===== src/rtl/mem_trace_buffer.sv =====
// mem_trace_buffer: windowed RAM access capture with timestamps into a drop/wrap FIFO drained over valid/ready
module mem_trace_buffer #(
  parameter int ADDR_W        = 15,
  parameter int DATA_W        = 16,
  parameter int DEPTH         = 16,
  parameter int TS_W          = 32,
  parameter int CAPTURE_READS = 0,
  parameter int WRAP_MODE     = 0
) (
  input  logic                     Clk,
  input  logic                     Reset,
  input  logic                     En,
  input  logic                     Clear,
  input  logic [ADDR_W-1:0]        AddrLo,
  input  logic [ADDR_W-1:0]        AddrHi,
  input  logic                     We,
  input  logic                     Re,
  input  logic [ADDR_W-1:0]        Address,
  input  logic [DATA_W-1:0]        WrData,
  input  logic [DATA_W-1:0]        RdData,
  output logic                     OutValid,
  input  logic                     OutReady,
  output logic [TS_W-1:0]          OutTs,
  output logic                     OutWrite,
  output logic [ADDR_W-1:0]        OutAddr,
  output logic [DATA_W-1:0]        OutData,
  output logic [$clog2(DEPTH):0]   Count,
  output logic                     Overflow,
  output logic [15:0]              DropCnt
);
  localparam int PW = $clog2(DEPTH);
  localparam int CW = PW + 1;
  logic [TS_W-1:0]   ts_mem_q   [DEPTH];
  logic [ADDR_W-1:0] addr_mem_q [DEPTH];
  logic [DATA_W-1:0] data_mem_q [DEPTH];
  logic [DEPTH-1:0]  wr_mem_q;
  logic [TS_W-1:0]   ts_q, ts_d;
  logic [PW-1:0]     rd_q, rd_d, wr_q, wr_d;
  logic [CW-1:0]     cnt_q, cnt_d;
  logic              ovf_q, ovf_d;
  logic [15:0]       drop_q, drop_d;
  logic [DATA_W-1:0] data_d;
  logic              ev, full, pop, lost, push;
  always_comb begin
    ev     = En && (We || (Re && CAPTURE_READS != 0)) && Address >= AddrLo && Address <= AddrHi;
    full   = cnt_q == CW'(DEPTH);
    pop    = cnt_q != '0 && OutReady;
    lost   = ev && full && !pop;
    push   = ev && (!lost || WRAP_MODE != 0);
    data_d = We ? WrData : RdData;
    ts_d   = Clear ? '0 : ts_q + TS_W'(1);
    rd_d   = Clear ? '0 : rd_q + PW'(pop || (lost && WRAP_MODE != 0));
    wr_d   = Clear ? '0 : wr_q + PW'(push);
    cnt_d  = Clear ? '0 : cnt_q + CW'(push && !pop && !full) - CW'(pop && !push);
    ovf_d  = !Clear && (ovf_q || lost);
    drop_d = Clear ? '0 : drop_q + 16'(lost && drop_q != 16'hFFFF);
  end
  always_ff @(posedge Clk) begin
    if (Reset) begin
      ts_q   <= '0;
      rd_q   <= '0;
      wr_q   <= '0;
      cnt_q  <= '0;
      ovf_q  <= 1'b0;
      drop_q <= '0;
    end else begin
      ts_q   <= ts_d;
      rd_q   <= rd_d;
      wr_q   <= wr_d;
      cnt_q  <= cnt_d;
      ovf_q  <= ovf_d;
      drop_q <= drop_d;
    end
  end
  always_ff @(posedge Clk) begin
    if (push) begin
      ts_mem_q[wr_q]   <= ts_q;
      addr_mem_q[wr_q] <= Address;
      data_mem_q[wr_q] <= data_d;
      wr_mem_q[wr_q]   <= We;
    end
  end
  always_comb begin
    OutValid = cnt_q != '0;
    OutTs    = OutValid ? ts_mem_q[rd_q] : '0;
    OutWrite = OutValid && wr_mem_q[rd_q];
    OutAddr  = OutValid ? addr_mem_q[rd_q] : '0;
    OutData  = OutValid ? data_mem_q[rd_q] : '0;
    Count    = cnt_q;
    Overflow = ovf_q;
    DropCnt  = drop_q;
  end
endmodule


===== config.mk =====
export PLATFORM = sky130hd
export DESIGN_NAME = mem_trace_buffer
export DESIGN_NICKNAME = d
export VERILOG_FILES = /design/src/rtl/mem_trace_buffer.sv
export SDC_FILE = /design/constraint.sdc
export NUM_CORES = 1
export LEC_CHECK = 0
export CORE_ASPECT_RATIO = 1.1
export CORE_UTILIZATION = 50
export CTS_CLUSTER_DIAMETER = 80
export DETAILED_ROUTE_END_ITERATION = 12
export GPL_TIMING_DRIVEN = 0
export PLACE_DENSITY = 0.68
export SLEW_MARGIN = 30
export SYNTH_ARGS = -nofsm -noshare
export SYNTH_HDL_FRONTEND = slang
export SYNTH_SLANG_ARGS = --single-unit

===== constraint.sdc =====
create_clock -name Clk -period 11.9 [get_ports Clk]
set_input_delay 2.38 -clock Clk [delete_from_list [all_inputs] [get_ports Clk]]
set_output_delay 2.38 -clock Clk [all_outputs]
set_load 0.02 [all_outputs]

# Yosys cells after proc, flatten, opt, wreduce, memory -nomap -nowiden
# Memory sizes are Yosys's and may differ from the RTL's. A register that Yosys moved wholly into a read port is not among the register bits.
# Cells that the tools add are included.
op_classes:
  add_sub_neg: 6
  magnitude_cmp: 5
  n_eq_ne: 2
  n_mux: 14
  reduce_logical: 22
op_table:
  columns: ["op", "n"]
  rows:
  - ["$add A32 B1 Y32 const B", 1]
  - ["$mux W16", 2]
  - ["$mux W32", 1]
  - ["$add A16 B1 Y16", 1]
  - ["$bwmux W16", 1]
  - ["$ne A16 B16 Y1 const B", 1]
  - ["$ge A15 B15 Y1", 1]
  - ["$le A15 B15 Y1", 1]
  - ["$mux W15", 1]
  - ["$logic_and A1 B1 Y1", 14]
  - ["$mux W4", 3]
  - ["$lt A4 B5 Y1 const B", 2]
  - ["$add A4 B1 Y4", 2]
  - ["$add A5 B1 Y5", 1]
  - ["$eq A5 B5 Y1 const B", 1]
  - ["$logic_not A1 Y1", 5]
  - ["$reduce_bool A5 Y1", 1]
  - ["$sub A5 B1 Y5", 1]
  - ["$bmux W1 S4", 1]
  - ["$demux W1 S4", 1]
  - ["$ge A4 B1 Y1 const B", 1]
  - ["$mux W1", 4]
  - ["$reduce_or A2 Y1", 1]
  - ["$logic_or A1 B1 Y1", 1]
word_totals:
  register_bits: 78
  mem_bits_rw: 1008
  inputBits: 84
  out_inout_bits: 87
  wordCells: 59
  n_memories: 3
mem_list:
  columns: ["memory", "words", "word_bits", "rd", "rd_ports_with_merged_regs", "write_ports", "line", "source"]
  rows:
  - ["ts_mem_q", 16, 32, 1, 1, 1, "33", "logic [TS_W-1:0] ts_mem_q [DEPTH];"]
  - ["data_mem_q", 16, 16, 1, 1, 1, "35", "logic [DATA_W-1:0] data_mem_q [DEPTH];"]
  - ["addr_mem_q", 16, 15, 1, 1, 1, "34", "logic [ADDR_W-1:0] addr_mem_q [DEPTH];"]

# Depth between registers and ports, before layout
# Gate-level depths: netlist of run 1.
depth:
  word_depth: 11
  depth_mapped: 16
  ltp_nobuf: 16

# Worst setup path before layout of run 1
# Ideal clock, no wire load.
synth_path:
  path_kind: "input port to flip-flop"
  start: "input port Address[0]"
  end: "memory addr_mem_q[12][0] (enable)"
  setup_time_ns: 0.644
  t_arrival_ns: 9.992
  required_time_ns: 11.256
  path_slack_ns: 1.264
  stages: 9
  path_buffers: 1
  cell_sequence: "inv_1 > ha_1 > nor2b_4 > o21ai_2 > a21oi_1 > o41ai_2 > or4b_1 > buf_6 > nor4_1"
synth_via:
  elab_chain_cells: 9
  elab_cells_between_ends: 10
  cone_classes: "2 x order compare; 2 x mux; 6 x reduce/logical"
synth_lines:
  columns: ["item", "line", "source"]
  rows:
  - ["start, declared", "18", "input logic [ADDR_W-1:0] Address,"]
  - ["$ge A15 B15 Y1", "45", "ev = En && (We || (Re && CAPTURE_READS != 0)) && Address >= AddrLo && Address <= AddrHi;"]
  - ["$logic_and A1 B1 Y1", "45", null]
  - ["$logic_and A1 B1 Y1 (*)", "45", null]
  - ["$logic_and A1 B1 Y1 (2 in series)", "48", "lost = ev && full && !pop;"]
  - ["$logic_not A1 Y1", "49", "push = ev && (!lost || WRAP_MODE != 0);"]
  - ["$logic_and A1 B1 Y1 (*)", "49", null]
  - ["$mux W1 (*)", "76", "if (push) begin"]
  - ["$mux W1 (not written as such) (*)", "78", "addr_mem_q[wr_q] <= Address;"]
  - ["end, declared", "34", null]
# Every way passes the cells marked *; elsewhere a longest branch is shown, timed or not.

# Worst setup path after layout of run 1
layout_path:
  start: "input port Address[0]"
  end: "memory addr_mem_q[3][5] (enable)"
# The elaborated chain is that of the path after synthesis.

==> results of run 1 <==
## kinds of logic after synthesis
logic type | after synthesis | share of synthesized area (%)
flip-flops | 1086 | 75.3
multiplexers | 336 | 17.4
adder cells (fa/ha/maj) | 44 | 1.31
buffers and inverters | 131 | 1.29
AO/OA/AOI/OAI | 43 | 0.574
AND/OR/NAND/NOR | 252 | 3.21
XOR/XNOR | 45 | 0.928
## area by class of cell
class	instances	area [um^2]	area share, %
antenna	1	2.50	0.00494
buffer	93	414	0.818
clock buffer	133	2790	5.52
clock inverter	57	594	1.17
inverter	38	143	0.282
multi-input combinational	720	10000	19.8
sequential	1086	32000	63.2
tap	1130	1410	2.79
timing repair buffer	389	3260	6.44
## per-layer routing
metal | vias up | share of wire, %
met3 | 137 | 7.1
li1 | 9037 | -
met4 | 4 | 2.4
met2 | 891 | 51
met5 | - | 0.026
met1 | 11300 | 40
## cell usage in the layout (no fill, tap or decap), types with 57 or more instances in the layout
cell type,n
dfxtp_1,62
mux4_2,320
and2_1,76
clkbuf_16,106
edfxtp_1,1024
buf_2,123
buf_4,108
clkbuf_1,76
nor2_1,57
clkdlybuf4s50_1,169
## per-stage QoR
stage,instances,setup TNS (ps)
after floorplan,1937,0
after global placement,3236,-5731370
after detailed placement,3456,0
after CTS,3646,0
after global routing,3647,0
final,3647,0
## state kept, by name (all words and copies together), names as in the netlist
| name | count |
|---|---|
| Count | 5 |
| addr_mem_q | 240 |
| DropCnt | 16 |
| wr_q | 4 |
| ts_q | 32 |
| Overflow | 1 |
| ts_mem_q | 512 |
| rd_q | 4 |
| data_mem_q | 256 |
| wr_mem_q | 16 |
## worst max path at each step
stage	slack, ps	to	start
floorplan	1260	addr_mem_q[12][0]$_DFFE_PP_	Address[0]
global placement	-8510	ts_mem_q[12][24]$_DFFE_PP_	Address[0]
detailed placement	3910	addr_mem_q[3][2]$_DFFE_PP_	Address[0]
CTS	4570	addr_mem_q[3][2]$_DFFE_PP_	Address[0]
global route	4380	addr_mem_q[3][2]$_DFFE_PP_	Address[0]
finish	4570	addr_mem_q[3][5]$_DFFE_PP_	Address[0]
## Yosys cell counts, types with 2 or more instances
master       n
buf_1        7
buf_2       27
clkbuf_1    56
or3_1        9
xor2_1      30
nand2_1     30
ha_1        43
nor4_1       7
nand3b_1     2
nand3_1     18
mux4_2     320
mux2_2      16
nand4_1     15
nor3_1       9
dfxtp_1     62
and4_1       5
o21ai_0     12
edfxtp_1  1024
a21oi_1     24
nor2_1      58
nand2b_1     5
and2_1      76
inv_1       38
xnor2_1     15
and3_1       9
## worst reg2reg max path, delay by kind of cell, from the launching register on
kind	cells	cell delay, ps
adder cells (fa/ha/maj)	1	220
AND/OR/NAND/NOR	4	1520
buffers and inverters	7	1530
flip-flops	1	380
## power by group through the flow
| stage | sequential, W | combinational, W | clock, W |
|---|---|---|---|
| after floorplan | 0.00426 | 0.000759 | 0 |
| after global placement | 0.00426 | 0.00134 | 0 |
| after detailed placement | 0.00426 | 0.00137 | 0 |
| after CTS | 0.00418 | 0.00138 | 0.00331 |
| after global routing | 0.00418 | 0.00144 | 0.00344 |
| final | 0.00418 | 0.00135 | 0.00326 |
==> results.md, run 1 <==
Status:
- The run finished with clean final reports.

Placed design:
- The placer's final routability congestion estimate is approximately 0.73.
- Before CTS, the worst setup slack after placement is 3910 ps.
- The total of buffers placed on input and output ports is 169.
- The cell area after placement is ~47000 um^2.
- Summed over all nets, the half-perimeter wirelength after detailed placement is between 60000 and 70000 um.

Pwr:
- Registers are responsible for around 48% of the overall power.
- The cell-internal power is around 0.0067 W.
- The cell leakage power is approximately 17 nW.
- Dividing total power by cell area gives a power density of 174 nW/um^2.
- The worst-case IR drop observed on VDD is 0.125 mV.
- The part of the power in combinational logic is ~15%.
- The post-route total power is approximately 0.0088 W.
- The share of total power consumed by net switching is 24.2%.
- For this design the total switching power over the nets is about 0.0021 W.
- Of the total power, the clock network draws between 30% and 40%.

Logic synthesis:
- Ranked by total cell area, the synthesized netlist is headed by edfxtp_1 72%, mux4_2 17%, dfxtp_1 2.9%.
- Synthesis produced a netlist with a net count of 2065.
- Each instance of the synthesized netlist takes up on average approximately 22 um^2.
- The post-synthesis instance area is 42500 um^2.
- Sequential cells were found to cover between 70% and 80% of the synthesized design area.
- The number of unique standard cell types used by synthesis is 45.
- Among all flip-flop cells after synthesis, the most frequent one is edfxtp_1.
- The synthesis warning total is 0.
- The count of flip-flops with a built-in enable after synthesis is approximately 1000.
- edfxtp_1 takes more of the synthesized area than any other cell.
- The top-area cell type share of the netlist area is a little over 70%.
- Counting every instance in the synthesized netlist gives 1937.
- The share of synthesized flip-flops with an asynchronous set or reset is 0%.
- The synthesized design contains 1086 register bits.

Floorplan:
- The die is approximately 300 um tall.
- After floorplanning, the core was divided into around 110 placement rows.
- The overall die area is about 86000 um^2.
- The initial standard-cell utilization of the core is between 50% and 60%.
- Measured along the x axis, the die boundary spans between 200 and 300 um.
- For this design the top-level I/O count stands at roughly 170.
- The core area is between 80000 and 90000 um^2.

STA:
- Setup repair after global routing left no endpoint under its margin.
- Setup slack on the critical path of the routed design comes to approximately 4600 ps.
- The actual transition at the worst max-transition pin is 1050 ps.
- The worst hold slack is 511 ps.
- Measured against its own limit, the worst slew margin works out to roughly 30%.
- The count of endpoints failing setup in the final report is 0.
- Based on the critical path, the design can be clocked at up to around 140 MHz.
- The number of hold-slack violations in the final timing report is 0.
- Clock skew on the completed layout was measured at 26.3 ps.
- The final count of pins violating max slew is 0.
- After layout, the worst path uses roughly 62% of the clock period.
- The shortest clock period the worst path allows after layout is 7330 ps.

Worst setup path:
- The number of gates on the worst path with buffers counted is 15.
- Data arrives at the worst endpoint at 7690 ps.
- The signal on the critical path passes through clkdlybuf4s50_1, inv_1, ha_1, nor2b_4, o21ai_2, a21oi_1, o41ai_2, or4b_1, buf_6, nor4_2, buf_2, buf_2, buf_2, buf_2, buf_2.
- Together, buffers and inverters on the worst path number 8.
- STA classifies the critical path endpoint as a register.
- The nature of the critical path startpoint is an input pin.
- The worst setup path is of the in2reg kind.
- The beginning of the worst register-to-register path is Count[2]$_SDFF_PP0_.
- The cell that appears most often on the critical path is buf_2.
- The critical path required time is about 12000 ps.
- The depth of the worst register-to-register path is 12.
- Of all nets on the critical path, the largest fanout is 17.
- The critical path's largest stage delay is just over 900 ps.
- The cell type of the slowest stage on the worst timing path is o41ai_2.
- The kind of cell with the highest combined delay along the critical path is buffers and inverters.
- Setup slack on the worst reg-to-reg path comes out at ~8000 ps.
- In this run the critical register-to-register path is captured at addr_mem_q[3][5]$_DFFE_PP_.

GRT:
- The initial antenna violation count is 3.
- The most congested layer reported by global routing is met2.
- For this run, global-route usage on met3 was measured as between 3 and 4%.
- The first-pass GRT wire length is approximately 150000 um.
- The number of global-route vias before repair was around 22000.
- The routing usage on met2 is between 30% and 40%.
- The maximum number of pins on one net before global-route repair is 22.
- The met1 layer usage reported by global route is around a third.
- The overall fraction of global-route tracks in use is around a quarter.
- The total grt overflow is 0.

CTS:
- The clock net in this run drives a total of about 1100 sinks.
- The cell at the root of the clock tree is clkbuf_16.
- TritonCTS built the clock tree.
- The number of gates given a new drive strength after cts is 0.
- The clock transition time at the flip-flop clock pins of the worst setup and hold paths is roughly 60 ps.
- After clock tree synthesis, the setup repair step added 0 buffers.
- The H-tree generated during clock tree synthesis spans 3 levels.
- The hold buffer count at CTS is 0.
- Buffers inserted during clock tree synthesis total 103.
- In this run the deepest clock path goes through 3 buffers.
- At the later pin of the worst-skew pair, clock insertion delay measures between 600 and 700 ps.

Drt:
- The final route contains 21300 vias.
- The first detailed-routing pass took 5 iterations.
- The initial DRC count is between 2000 and 2500.
- The total wirelength of the detailed-routed design is 100000 um.
- The average routed wire per standard cell is 27.4 um.
- The count of nets left with antenna violations after detail routing is 0.
- For this run, design rule violations remaining after detail routing come to 0.
- The via density per instance is approximately 5.9.

Layout:
- The final core utilization is 60.5%.
- The area overhead of the layout relative to synthesis is 19.2%.
- After routing the design area is 50600 um^2.
- The net count reported at finish is 2559.
- In the final layout, the share of cells above drive strength 1 is a little under a third.
- Counting the fill cells in the layout gives roughly 5800.

Min path:
- The worst hold path startpoint is DropCnt[6]$_SDFF_PP0_.
- The class of the tightest hold or removal check is reg2reg.
- The count of cells along the worst hold path is 2.
- For hold timing, the worst endpoint is DropCnt[6]$_SDFF_PP0_.

Run:
- The max-cap violation count is 0.
Note: power is estimated with default switching activity, not from simulation.
==> run 2, diff against run 1 <==
==> constraint.sdc (replaced) <==
create_clock -name Clk -period 7.2 [get_ports Clk]
set_input_delay 1.44 -clock Clk [delete_from_list [all_inputs] [get_ports Clk]]
set_output_delay 1.44 -clock Clk [all_outputs]
set_load 0.02 [all_outputs]
==> results.md, run 2 (synthesis results as in run 1) <==
Worst setup path:
- The cell type of the slowest stage on the worst timing path is clkdlybuf4s50_1 (was o41ai_2).
- The nature of the critical path startpoint is an input pin (unchanged).
- The beginning of the worst register-to-register path was Count[3]$_SDFF_PP0_ (was Count[2]$_SDFF_PP0_).
- The register-to-register setup slack is 3460 ps (was 7950 ps).
- The arrival time of data at the critical path endpoint is 6470 ps (was 7690 ps).
- The critical path required time is 7560 ps (was 12260 ps).
- The maximum net fanout on the critical path is 17 (unchanged).
- Cells along the critical path: clkdlybuf4s50_1, inv_1, ha_1, nor2b_4, o21ai_2, a21oi_1, o41ai_4, or4b_1, buf_6, nor4_2, buf_2, buf_4, buf_2, buf_4, buf_2 (was clkdlybuf4s50_1, inv_1, ha_1, nor2b_4, o21ai_2, a21oi_1, o41ai_2, or4b_1, buf_6, nor4_2, buf_2, buf_2, buf_2, buf_2, buf_2).
- The cell repeated most along the worst path was buf_2 (unchanged).
- The capturing element type of the critical path is a register (unchanged).
- The critical path's largest stage delay is 800 ps (was 910 ps).
- The depth of the worst register-to-register path is 12 (unchanged).
- The reg-to-reg critical path endpoint is ts_mem_q[4][26]$_DFFE_PP_ (was addr_mem_q[3][5]$_DFFE_PP_).
- The start-to-end type of the worst setup path was in2reg (unchanged).

Drt:
- The average routed wire per standard cell is 27.7 um (was 27.4 um).
- The post-route DRC violation count came to 0 (unchanged).
- The initial DRC count is 2116 (was 2398).
- The via density per instance was 5.90 (was 5.85).
- The via total after detailed routing came to 21300 (about the same).
- The total wirelength of the detailed-routed design is 99800 um (was 100000 um).
- The total iterations of the first detailed-routing run is 7 (was 5).
- The count of nets left with antenna violations after detail routing is 0 (unchanged).

STA:
- The count of endpoints failing setup in the final report is 0 (unchanged).
- The worst hold slack came to 515 ps (was 511 ps).
- The slack of the critical path came to 1090 ps (was 4570 ps).
- Static timing analysis puts the maximum clock frequency at around 160 MHz.
- The actual transition at the worst max-transition pin is 1080 ps (was 1050 ps).
- The tightest slew margin relative to the limit was 28.2% (was 29.9%).
- Subtracting the final worst setup slack from the clock period gives between 6000 and 7000 ps.
- The worst clock skew is 31.3 ps (was 26.3 ps).
- The final count of pins violating max slew came to 0 (unchanged).
- The number of hold-slack violations in the final timing report is 0 (unchanged).
- The worst path uses 84.9% of the clock period.
- RSZ-0062 raised after global routing: false (unchanged).

CTS:
- The TritonCTS clock tree is built (unchanged).
- The H-tree level count was 3 (unchanged).
- The count of buffers added by post-CTS timing repair for setup is 0 (unchanged).
- The worst-skew pair later-pin latency is 670 ps (was 660 ps).
- The CTS sink count is 1086 (unchanged).
- The maximum clock insertion buffer count is 3 (unchanged).
- The clock transition time at the flip-flop clock pins of the worst setup and hold paths was 60 ps (about the same).
- The number of gates given a new drive strength after cts is 0 (unchanged).
- The cell at the root of the clock tree is clkbuf_16 (unchanged).
- The hold buffer count at CTS is 0 (unchanged).
- The TritonCTS buffer count came to 102 (was 103).

Floorplan:
- The placement row count came to 111 (unchanged).
- The core area is 83700 um^2 (unchanged).
- The x dimension of the die came to 280 um (unchanged).
- The overall die area is 86100 um^2 (unchanged).
- The initial standard-cell utilization of the core is 50.7% (unchanged).
- The vertical die dimension is 308 um (unchanged).
- The count of boundary I/O pins is 171 (unchanged).

Layout:
- Largest regs: ts_mem_q x512, data_mem_q x256, addr_mem_q x240 (unchanged).
- The total of fill cells in the finished design is 5797 (was 5814).
- The total non-filler cell area in the finished layout was 50800 um^2 (was 50600 um^2).
- The proportion of layout cells with a drive suffix above 1 is 29.5% (was 30.5%).
- The number of antenna repair diodes came to 0 (was 1).
- The number of flip-flops under the largest register name came to 512 (unchanged).
- The area overhead of the layout relative to synthesis is 19.7% (was 19.2%).
- The net count reported at finish came to 2518 (was 2559).
- The final core utilization was 60.7% (was 60.5%).
- The most frequent standard cell in the layout excluding fill and tap cells is edfxtp_1 (unchanged).
- Highest-count cells in the layout ignoring fill and taps: 1024 x edfxtp_1, 320 x mux4_2, 169 x clkdlybuf4s50_1 (unchanged).
- The largest register by flop count was ts_mem_q (unchanged).

Placed design:
- The detailed placement HPWL is 68500 um (was 69200 um).
- The total of buffers placed on input and output ports is 169 (unchanged).
- The cell area after placement is 47300 um^2 (unchanged).
- The placer's final routability congestion estimate is 0.752 (was 0.731).
- The post-placement setup slack is 449 ps (was 3910 ps).

Pwr:
- The worst vdd rail ir drop is 0.188 mV (was 0.125 mV).
- The areal power density over the cells is 293 nW/um^2 (was 174 nW/um^2).
- The cell leakage power was 16.1 nW (was 16.7 nW).
- The post-route total power is 0.0149 W (was 0.00879 W).

Run:
- The max-cap violation count came to 0 (unchanged).

GRT:
- The overall fraction of global-route tracks in use is 23.7% (was 23.6%).
- The maximum number of pins on one net before global-route repair came to 22 (unchanged).
- The total grt overflow is 0 (unchanged).
- The initial antenna violation count is 0 (was 3).
- The first-pass GRT wire length is 146000 um (about the same).
- The number of global-route vias before repair is 22500 (was 22200).

Status:
- Outcome: completed (unchanged).

Min path:
- The class of the tightest hold or removal check is reg2reg (unchanged).
- The endpoint of the worst hold path is DropCnt[15]$_SDFF_PP0_ (was DropCnt[6]$_SDFF_PP0_).
- The worst hold path startpoint is DropCnt[15]$_SDFF_PP0_ (was DropCnt[6]$_SDFF_PP0_).
- The count of cells along the worst hold path is 2 (unchanged).
run 2: cell count changes in the layout (fill, tap and decap cells not counted), sizes merged, moves of 2 or more:
| cell | before | now |
|---|---|---|
| clkbuf | 189 | 181 |
| clkinvlp | 3 | 5 |
| bufinv | 10 | 19 |
| buf | 257 | 217 |
run 2: power breakdown:
group | internal, W | switching (W)
Sequential | 0.00689 | 0.0000145
Combinational | 0.00105 | 0.00124
Clock | 0.00339 | 0.00230
run 2: metal layers:
layer / track usage [%] / vias to the layer above / wire, um
met5: 0 / - / 0
met4: 7.99 / 0 / 2820
met3: 4.11 / 164 / 7090
met2: 40.4 / 910 / 51200
met1: 30.9 / 11200 / 38600
li1: - / 8956 / -
run 2: area by class of cell:
class | count | area, um^2 | share of cell area [%]
clock inverters | 66 | 838 | 1.65
flip-flops and latches | 1086 | 32000 | 62.9
inverters | 38 | 143 | 0.281
well taps | 1130 | 1410 | 2.78
clock buffers | 125 | 2740 | 5.40
plain buffers | 93 | 414 | 0.814
multi-input cells | 720 | 10100 | 19.9
repair buffers | 349 | 3200 | 6.29
run 2: worst max-delay path: cells and delay by family:
family                     cells  cell delay, ps
adders and majority gates      1             360
AOI/OAI and AO/OA              3            1090
buffers and inverters          8            2250
and+or+nand+nor                3            1300
run 2: through the flow:
step / setup TNS [ps] / cells
after floorplan: -1005600 / 1937
after global placement: -7437180 / 3236
after detailed placement: 0 / 3416
after CTS: 0 / 3607
after global routing: 0 / 3607
final: 0 / 3607
run 2: worst max path at each step:
stage,start,endpoint,slack [ps],depth (start not counted)
global placement,Address[0],addr_mem_q[12][10]$_DFFE_PP_,-12550,10
global route,Address[0],ts_mem_q[4][22]$_DFFE_PP_,740,15
detailed placement,Address[0],addr_mem_q[12][9]$_DFFE_PP_,450,15
floorplan,Address[0],addr_mem_q[12][0]$_DFFE_PP_,-2500,9
CTS,Address[0],ts_mem_q[4][22]$_DFFE_PP_,1030,15
finish,Address[0],ts_mem_q[4][26]$_DFFE_PP_,1090,15
==> run 3, diff against run 2 <==
==> constraint.sdc (replaced) <==
create_clock -name Clk -period 6.1 [get_ports Clk]
set_input_delay 1.22 -clock Clk [delete_from_list [all_inputs] [get_ports Clk]]
set_output_delay 1.22 -clock Clk [all_outputs]
set_load 0.02 [all_outputs]
==> results.md, run 3 (synthesis results as in run 1) <==
Status:
- Outcome: completed (unchanged).

Min path:
- The endpoint of the worst hold path is DropCnt[15]$_SDFF_PP0_ (unchanged).
- The class of the tightest hold or removal check is reg2reg (unchanged).
- The count of cells along the worst hold path is 2 (unchanged).
- The worst hold path startpoint is DropCnt[15]$_SDFF_PP0_ (unchanged).

Floorplan:
- The placement row count is 111 (unchanged).
- The vertical die dimension is 308 um (unchanged).
- The count of boundary I/O pins is 171 (unchanged).
- The overall die area is 86100 um^2 (unchanged).
- The initial standard-cell utilization of the core is 50.7% (unchanged).
- The x dimension of the die is 280 um (unchanged).
- The core area is 83700 um^2 (unchanged).

Layout:
- The number of flip-flops under the largest register name came to 512 (unchanged).
- The area overhead of the layout relative to synthesis is 19.4% (was 19.7%).
- The final core utilization is 60.6% (was 60.7%).
- The net count reported at finish was 2522 (was 2518).
- The most frequent standard cell in the layout excluding fill and tap cells is edfxtp_1 (unchanged).
- Highest-count cells in the layout ignoring fill and taps: 1024 x edfxtp_1, 320 x mux4_2, 169 x clkdlybuf4s50_1 (unchanged).
- The largest register by flop count is ts_mem_q (unchanged).
- Largest regs: ts_mem_q x512, data_mem_q x256, addr_mem_q x240 (unchanged).
- The proportion of layout cells with a drive suffix above 1 is 29.7% (was 29.5%).
- The total of fill cells in the finished design is 5717 (was 5797).

CTS:
- The cell at the root of the clock tree is clkbuf_16 (unchanged).
- The worst-skew pair later-pin latency was 660 ps (was 670 ps).
- The maximum clock insertion buffer count is 3 (unchanged).
- The number of gates given a new drive strength after cts is 0 (unchanged).
- The hold buffer count at CTS was 0 (unchanged).
- The count of buffers added by post-CTS timing repair for setup is 0 (unchanged).
- The TritonCTS clock tree is built (unchanged).
- The clock transition time at the flip-flop clock pins of the worst setup and hold paths is 60 ps (about the same).
- The TritonCTS buffer count is 101 (was 102).
- The CTS sink count is 1086 (unchanged).
- The H-tree level count is 3 (unchanged).

Drt:
- The initial DRC count is 2301 (was 2116).
- The via total after detailed routing is 21400 (was 21300).
- The post-route DRC violation count is 0 (unchanged).
- The via density per instance is 5.94 (was 5.90).
- The average routed wire per standard cell is 28.2 um (was 27.7 um).
- The total iterations of the first detailed-routing run is 5 (was 7).
- The count of nets left with antenna violations after detail routing is 0 (unchanged).
- The total wirelength of the detailed-routed design is 102000 um (was 99800 um).

Worst setup path:
- The maximum net fanout on the critical path was 10 (was 17).
- The depth of the worst register-to-register path is 13 (was 12).
- The cell repeated most along the worst path is clkbuf_1 (was buf_2).
- The number of buffers and inverters on the critical path is 4 (was 8).
- The cell family contributing the most delay on the critical path was buffers and inverters (unchanged).
- The nature of the critical path startpoint was a register (was input pin).
- The register-to-register setup slack came to 2480 ps (was 3460 ps).
- The start-to-end type of the worst setup path is reg2out (was in2reg).
- The start point of the critical path is rd_q[1]$_SDFF_PP0_ (was Address[0]).
- The critical path required time is 4880 ps (was 7560 ps).
- The reg-to-reg critical path endpoint is ts_mem_q[13][26]$_DFFE_PP_ (was ts_mem_q[4][26]$_DFFE_PP_).
- The cell type of the slowest stage on the worst timing path is clkbuf_1 (was clkdlybuf4s50_1).
- The capturing element type of the critical path is an output port (was register).
- The beginning of the worst register-to-register path is Count[2]$_SDFF_PP0_ (was Count[3]$_SDFF_PP0_).
- The arrival time of data at the critical path endpoint is 4520 ps (was 6470 ps).
- The critical path's largest stage delay was 820 ps (was 800 ps).
- Cells along the critical path: clkbuf_1, clkbuf_1, clkbuf_1, mux4_2, mux4_2, and2_1, clkdlybuf4s50_1 (was clkdlybuf4s50_1, inv_1, ha_1, nor2b_4, o21ai_2, a21oi_1, o41ai_4, or4b_1, buf_6, nor4_2, buf_2, buf_4, buf_2, buf_4, buf_2).

STA:
- The worst clock skew came to 25.1 ps (was 31.3 ps).
- The clock period could shrink to 5740 ps.
- The tightest slew margin relative to the limit came to 31.0% (was 28.2%).
- The setup TNS after final layout is 0 ps (unchanged).
- The final count of pins violating max slew is 0 (unchanged).
- The actual transition at the worst max-transition pin is 1040 ps (was 1080 ps).
- RSZ-0062 raised after global routing: false (unchanged).
- The count of endpoints failing setup in the final report is 0 (unchanged).
- The number of hold-slack violations in the final timing report is 0 (unchanged).
- Timing would allow up to 174 MHz.
- The final period utilization is a little over nine tenths.

GRT:
- The maximum number of pins on one net before global-route repair is 22 (unchanged).
- The first-pass GRT wire length is 150000 um (was 146000 um).
- The initial antenna violation count was 0 (unchanged).
- The number of global-route vias before repair came to 22600 (was 22500).
- The total grt overflow is 0 (unchanged).
- The overall fraction of global-route tracks in use is 24.2% (was 23.7%).

Pwr:
- The areal power density over the cells was 337 nW/um^2 (was 293 nW/um^2).
- The cell leakage power is 15.9 nW (was 16.1 nW).
- The worst vdd rail ir drop is 0.223 mV (was 0.188 mV).

Placed design:
- The total of buffers placed on input and output ports is 169 (unchanged).
- The detailed placement HPWL was 69900 um (was 68500 um).
- The placer's final routability congestion estimate is 0.748 (was 0.752).

Run:
- The max-cap violation count is 0 (unchanged).
==> run 3: per-layer routing <==
| metal | wire length, um | GRT usage (%) | vias up | part of all wire, % |
|---|---|---|---|---|
| li1 | - | - | 8963 | - |
| met3 | 7390 | 3.77 | 174 | 7.3 |
| met4 | 2430 | 6.53 | 0 | 2.4 |
| met1 | 39400 | 32.0 | 11400 | 39 |
| met2 | 52700 | 41.8 | 929 | 52 |
| met5 | 0 | 0 | - | 0 |
==> run 3: worst register-to-register path: cells and delay by family, from the launching register on <==
kind / cells / cell delay, ps
DFF: 1 / 370
adders and majority gates: 1 / 210
and+or+nand+nor: 4 / 1210
buffers and inverters: 8 / 1530
==> run 3: worst max path at each step <==
stage | end | depth (start not counted) | slack (ps)
detailed placement | ts_mem_q[13][23]$_DFFE_PP_ | 16 | -570
finish | OutTs[1] | 7 | 360
CTS | ts_mem_q[13][25]$_DFFE_PP_ | 16 | 120
global placement | ts_mem_q[15][23]$_DFFE_PP_ | 11 | -9920
global route | ts_mem_q[13][25]$_DFFE_PP_ | 16 | 190
floorplan | addr_mem_q[5][0]$_DFFE_PP_ | 10 | -1750
==> run 3: final cells by class <==
type                            instances  area [um^2]  share of cell area, %
Antenna cell                            2         5.00                0.00987
Buffer                                 93          417                  0.822
Clock buffer                          137         2820                   5.55
Clock inverter                         53          495                  0.977
Inverter                               38          143                  0.281
Multi-Input combinational cell        720        10100                   19.9
Sequential cell                      1086        32000                   63.1
Tap cell                             1130         1410                   2.79
Timing Repair Buffer                  354         3330                   6.56
==> run 3: report_power, final <==
group	switching (W)	internal, W	total [W]
clock	0.00267	0.00361	0.00629
combinational	0.00144	0.00124	0.00267
sequential	0.0000186	0.00813	0.00815
total	0.00413	0.0130	0.0171
==> run 3: metrics by stage <==
step / hold WS, ps / setup slack (ps) / cell area (um^2) / power [W] / std cells
CTS: 510 / 118 / 50700 / 0.0172 / 3611
detailed placement: 499 / -566 / 47400 / 0.0110 / 3421
finish: 511 / 361 / 50700 / 0.0171 / 3613
floorplan: 535 / -1750 / 42500 / 0.00983 / 1937
global route: 556 / 191 / 50700 / 0.0176 / 3611
global placement: 482 / -9920 / 45600 / 0.0110 / 3236
